### config.mk
export PLATFORM = sky130hd
export DESIGN_NAME = nmi_arbiter
export DESIGN_NICKNAME = d
export VERILOG_FILES = /design/src/rtl/nmi_arbiter.sv
export SDC_FILE = /design/constraint.sdc
export NUM_CORES = 1
export LEC_CHECK = 0
export CORE_ASPECT_RATIO = 1.25
export CORE_MARGIN = 4
export CORE_UTILIZATION = 50
export DETAILED_ROUTE_END_ITERATION = 10
export PLACE_DENSITY = 0.9
export SLEW_MARGIN = 20
export SYNTH_ARGS = -nofsm -noshare
export SYNTH_HDL_FRONTEND = slang
export SYNTH_SLANG_ARGS = --single-unit
### constraint.sdc
create_clock -name clk28 -period 2.6 [get_ports clk28]
set_input_delay 0.39 -clock clk28 [delete_from_list [all_inputs] [get_ports clk28]]
set_output_delay 0.39 -clock clk28 [all_outputs]
set_load 0.01 [all_outputs]
### src/rtl/nmi_arbiter.sv
// Round-robin arbiter sharing the Z80 NMI line between magic, pause, fast-forward and external requesters.
// Optional post-service frame holdoff is compiled in with `define NMI_HOLDOFF_EN.
module nmi_arbiter #(
  parameter int NREQ      = 4,
  parameter int TIMEOUT_W = 16
`ifdef NMI_HOLDOFF_EN
  ,parameter int HOLDOFF_FRAMES = 8
`endif
) (
  input  logic            clk28,
  input  logic            rst_n,
  input  logic            bus_mreq_rise,
  input  logic            bus_m1,
  input  logic            bus_rd,
  input  logic            bus_ioreq,
  input  logic [15:0]     bus_a,
  input  logic            n_int,
  input  logic            n_int_next,
  input  logic [NREQ-1:0] req,
  input  logic            magic_mode,
  input  logic            magic_map,
  output logic            n_nmi,
  output logic [NREQ-1:0] grant,
  output logic [7:0]      d_out,
  output logic            d_out_active
);

  localparam int IW = $clog2(NREQ);

`ifdef NMI_HOLDOFF_EN
  localparam int HW = $clog2(HOLDOFF_FRAMES + 1);
  typedef enum logic [1:0] {IDLE, ASSERT, SERVICE, HOLDOFF} state_t;
  logic [HW-1:0] hold_q, hold_d;
`else
  typedef enum logic [1:0] {IDLE, ASSERT, SERVICE} state_t;
`endif

  state_t                 state_q, state_d;
  logic [NREQ-1:0]        req_q, pend_q, pend_d, clr, win_oh;
  logic [NREQ-1:0]        grant_q, grant_d;
  logic [IW-1:0]          last_q, last_d, winner;
  logic [4:0]             cause_q, cause_d;
  logic                   n_nmi_q, n_nmi_d;
  logic [TIMEOUT_W-1:0]   wd_q, wd_d;
  logic                   mm_q, dact_q;
  logic                   frame_edge, ack, mm_fall, cs;

  // First pending index found scanning upward from last+1, wrapping.
  function automatic logic [IW-1:0] rr_pick(input logic [NREQ-1:0] p, input logic [IW-1:0] last);
    logic          found;
    logic [IW-1:0] idx;
    rr_pick = last + IW'(1);
    found   = 1'b0;
    for (int k = 0; k < NREQ; k++) begin
      idx = IW'(int'(last) + 1 + k);
      if (!found && p[idx]) begin
        rr_pick = idx;
        found   = 1'b1;
      end
    end
  endfunction

  assign frame_edge = n_int & ~n_int_next;
  assign ack        = bus_m1 & bus_mreq_rise & (bus_a == 16'h0066);
  assign mm_fall    = mm_q & ~magic_mode;
  assign cs         = magic_map & bus_ioreq & bus_rd & (bus_a == 16'h12FF);
  assign winner     = rr_pick(pend_q, last_q);

  always_comb begin
    win_oh         = '0;
    win_oh[winner] = 1'b1;
  end

  always_comb begin
    state_d = state_q;
    grant_d = grant_q;
    last_d  = last_q;
    cause_d = cause_q;
    n_nmi_d = n_nmi_q;
    wd_d    = wd_q;
    clr     = '0;
`ifdef NMI_HOLDOFF_EN
    hold_d  = hold_q;
`endif
    case (state_q)
      IDLE: begin
        if (frame_edge && (|pend_q) && !magic_mode) begin
          grant_d = win_oh;
          clr     = win_oh;
          cause_d = {1'b0, win_oh};
          last_d  = winner;
          n_nmi_d = 1'b0;
          wd_d    = '0;
          state_d = ASSERT;
        end
      end
      ASSERT: begin
        wd_d = wd_q + TIMEOUT_W'(1);
        if (ack) begin
          n_nmi_d = 1'b1;
          state_d = SERVICE;
        end else if (&wd_q) begin
          // CPU never fetched the vector: give up and drop the request.
          n_nmi_d    = 1'b1;
          cause_d[4] = 1'b1;
          grant_d    = '0;
          state_d    = IDLE;
        end
      end
      SERVICE: begin
        if (mm_fall) begin
          grant_d = '0;
`ifdef NMI_HOLDOFF_EN
          hold_d  = '0;
          state_d = HOLDOFF;
`else
          state_d = IDLE;
`endif
        end
      end
`ifdef NMI_HOLDOFF_EN
      HOLDOFF: begin
        if (frame_edge) begin
          if (hold_q == HW'(HOLDOFF_FRAMES - 1)) state_d = IDLE;
          else                                   hold_d  = hold_q + HW'(1);
        end
      end
`endif
      default: state_d = IDLE;
    endcase
    // A fresh edge on the granted index re-arms it.
    pend_d = (pend_q & ~clr) | (req & ~req_q);
  end

  always_ff @(posedge clk28 or negedge rst_n) begin
    if (!rst_n) begin
      state_q <= IDLE;
      req_q   <= '0;
      pend_q  <= '0;
      grant_q <= '0;
      last_q  <= IW'(NREQ - 1);
      cause_q <= '0;
      n_nmi_q <= 1'b1;
      wd_q    <= '0;
      mm_q    <= 1'b0;
      dact_q  <= 1'b0;
`ifdef NMI_HOLDOFF_EN
      hold_q  <= '0;
`endif
    end else begin
      state_q <= state_d;
      req_q   <= req;
      pend_q  <= pend_d;
      grant_q <= grant_d;
      last_q  <= last_d;
      cause_q <= cause_d;
      n_nmi_q <= n_nmi_d;
      wd_q    <= wd_d;
      mm_q    <= magic_mode;
      dact_q  <= cs;
`ifdef NMI_HOLDOFF_EN
      hold_q  <= hold_d;
`endif
    end
  end

  assign n_nmi        = n_nmi_q;
  assign grant        = grant_q;
  assign d_out        = {3'b000, cause_q};
  assign d_out_active = dact_q;

endmodule

==> metrics <==
outcome=complete, no violations; CP required=2.78 ns; Post-Syn Area=2220 sq um; clk_lat worst skew=~0.30 ns; Max Clk Rate=448 MHz; EDFF count, synth=0; P_leak=1.12 nW; synthesized instance count=229; final slew viol count=0; wire per inst=14.5 microns; hold buffer count at CTS=0; max-cap viol count=0; clock buffer count from CTS=5; synthesized flop and latch total=40; Inserted Diodes=0; worst path arrival time=about 2.4 ns; Setup crit start kind=register; largest net degree at the start of global routing=41; HPWL Detailed=approximately 3.7 mm; Port Buffers=40; Cell Chain, Critical Path=ha_1 -> and3_1 -> nand4_2 -> and2_4 -> a2111oi_4 -> mux2_4; H-tree depth=2; clock root cell=clkbuf_8; Post-CTS Setup Repair Bufs=0; Critical Path Sink Type=register; via count of the first global-routing pass=~1900; first-pass GRT wire length=8.28 mm; Die Wd=67.6 microns; ys async rst share=100%; Min-Delay Path Class=in2async; RePlAce Congestion=0.862; setup_tns=0 ns; chip height=82.5 microns; min Tclk post-route=2.23 ns; area grow syn2layout=22.8%; Yosys top cell by area=dfrtp_1; layout cell share with drive strength beyond 1=9.96%; count leader, synth=dfrtp_1; Peak supply drop=around 0.47 mV; DR pass1 iterations=4; fillcell total=approximately 330; largest cells by area after synthesis=dfrtp_1 42%, xnor2_1 4.7%, o21ai_0 4.1%, nor2_1 3.9%, dfstp_2 3.6%; DR vias/cell=about 5.5; clock buffer depth=2; CP max stage delay=0.53 ns; RSZ-0062 raised after global routing=no; Boundary Pins=44; starting density of the core=52.9%; GRT Residual Overflow=0; core area=around 4200 sq um; part of the Yosys area used for sequential elements=45.3%; CP Class=reg2reg; clk sinks=40; Ys Warns=0; Slowest cell on crit path=a2111oi_4; Routed Antenna Nets=0; Yosys top cell area share=41.7%; Fin. Hold Viols=0; Clock Pin Slew Worst Setup and Hold Paths=around 0.08 ns; routed vias=1805; post-CTS resize count=0; Routed Wire Length=4.76 mm; Unique masters post-synth=49; Setup violations, final=0; Design Area, Final=2730 sq um; initial antenna violation count=0; Primary FF master, synth=dfrtp_1; Pwr per Cell Area=787 nW/um^2; Post-Place Cell Area=2640 sq um; worst slew pin tran=just under 0.9 ns; DRC=0; Clock Skew=0.0137 ns; critical path fanouts, max=5; Rel. slew slack=42.4%; Worst Hold Slack=0.198 ns; die footprint=5570 sq um; GRT Overall Usage=19.8%; CTS tree=done; top cells by count, synth=37 x dfrtp_1, 23 x nor2_1, 18 x o21ai_0, 16 x nand2_1, 13 x inv_1; nets=305; Initial DRC Count=95; Mapped Avg Cell Area=slightly below 10 sq um; crit share post-route=between 80% and 90%; cell row count=26
-- placed cells by master, fill, tap and decap left out, types with 4 or more instances in the layout --
cell	netlist	routed
inv_1	13	13
dfrtp_1	37	37
clkdlybuf4s50_1	0	39
nand2b_1	5	5
xnor2_1	12	12
nor2b_1	5	5
o21ai_0	18	18
nor3b_1	4	4
nand2_1	16	16
nand4_1	4	4
nor2_1	23	23
nor4b_1	4	4
nand3_1	7	7
mux2_4	4	4
clkbuf_8	0	5
a21oi_1	8	8
and4_1	4	4
ha_1	5	5
nor3_1	9	9
-- cells by family (layout without fill, tap and decap cells) --
logic type	after synthesis	count (layout)	share of synthesized area, %
and+or+nand+nor	95	95	23.5
AOI/OAI and AO/OA	46	46	14.3
DFF	40	40	45.3
buffers and inverters	24	64	5.53
xor gates and xnor gates	12	12	4.74
muxes	6	6	3.67
adders and majority gates	5	5	2.82
other	1	3	0.169
-- path summary, 6_finish.rpt --
path,from,to,slack [ns],cells past startpoint
worst max-delay path,wd_q[0]$_DFFE_PN0P_,grant[2]$_DFFE_PN0P_,0.37,6
worst min-delay path,rst_n,wd_q[8]$_DFFE_PN0P_,0.20,1
worst max register to register,wd_q[0]$_DFFE_PN0P_,grant[2]$_DFFE_PN0P_,0.37,6
worst min register to register,req_q[2]$_DFF_PN0_,pend_q[2]$_DFF_PN0_,0.42,1
max in group asynchronous,rst_n,cause_q[3]$_DFFE_PN0P_,1.85,1
min in group clk28,req_q[2]$_DFF_PN0_,pend_q[2]$_DFF_PN0_,0.42,1
-- critical path: cells and delay by family (launching register included) --
| kind | cells | cell delay [ns] |
|---|---|---|
| AND/OR/NAND/NOR | 3 | 0.56 |
| AO/OA/AOI/OAI | 1 | 0.53 |
| flip-flops | 1 | 0.44 |
| multiplexers | 1 | 0.35 |
| adder cells (fa/ha/maj) | 1 | 0.24 |
-- per-stage QoR --
step                      setup slack, ns  total power, mW  util, %  std cells
after global placement              0.187             1.71     62.9        319
after detailed placement           0.0909             1.75     62.9        319
after global routing                0.220             2.29     64.9        327
after floorplan                     0.624             1.46        -        231
final                               0.369             2.14     64.9        327
after CTS                           0.366             2.16     64.9        327
-- metal layers --
metal  vias to the layer above  share of wire (%)  global-route usage [%]
met5                         -                  0                       0
li1                        886                  -                       -
met3                        15                3.7                    4.47
met2                        40                 55                    35.9
met1                       864                 39                    21.1
met4                         0                3.0                    10.1
-- sequential cells by signal, summed over array words and instances (netlist names) --
register	count
state_q	2
n_nmi	1
d_out_active	1
grant	4
pend_q	4
mm_q	1
wd_q	16
cause_q	5
req_q	4
last_q	2
-- cell type report --
class | instances | area [sq um] | share of cell area [%]
clock buffer | 6 | 72.6 | 2.66
clock inverter | 2 | 12.5 | 0.459
inverter | 13 | 48.8 | 1.79
multi-input combinational | 167 | 1100 | 40.3
sequential | 40 | 1000 | 36.9
tap | 56 | 70.1 | 2.57
timing repair buffer | 43 | 418 | 15.3
-- power breakdown --
part | switching (mW) | internal (mW)
combinational | 0.422 | 0.414
clock | 0.216 | 0.187
sequential | 0.149 | 0.756
Note: power is estimated with default switching activity, not from simulation.
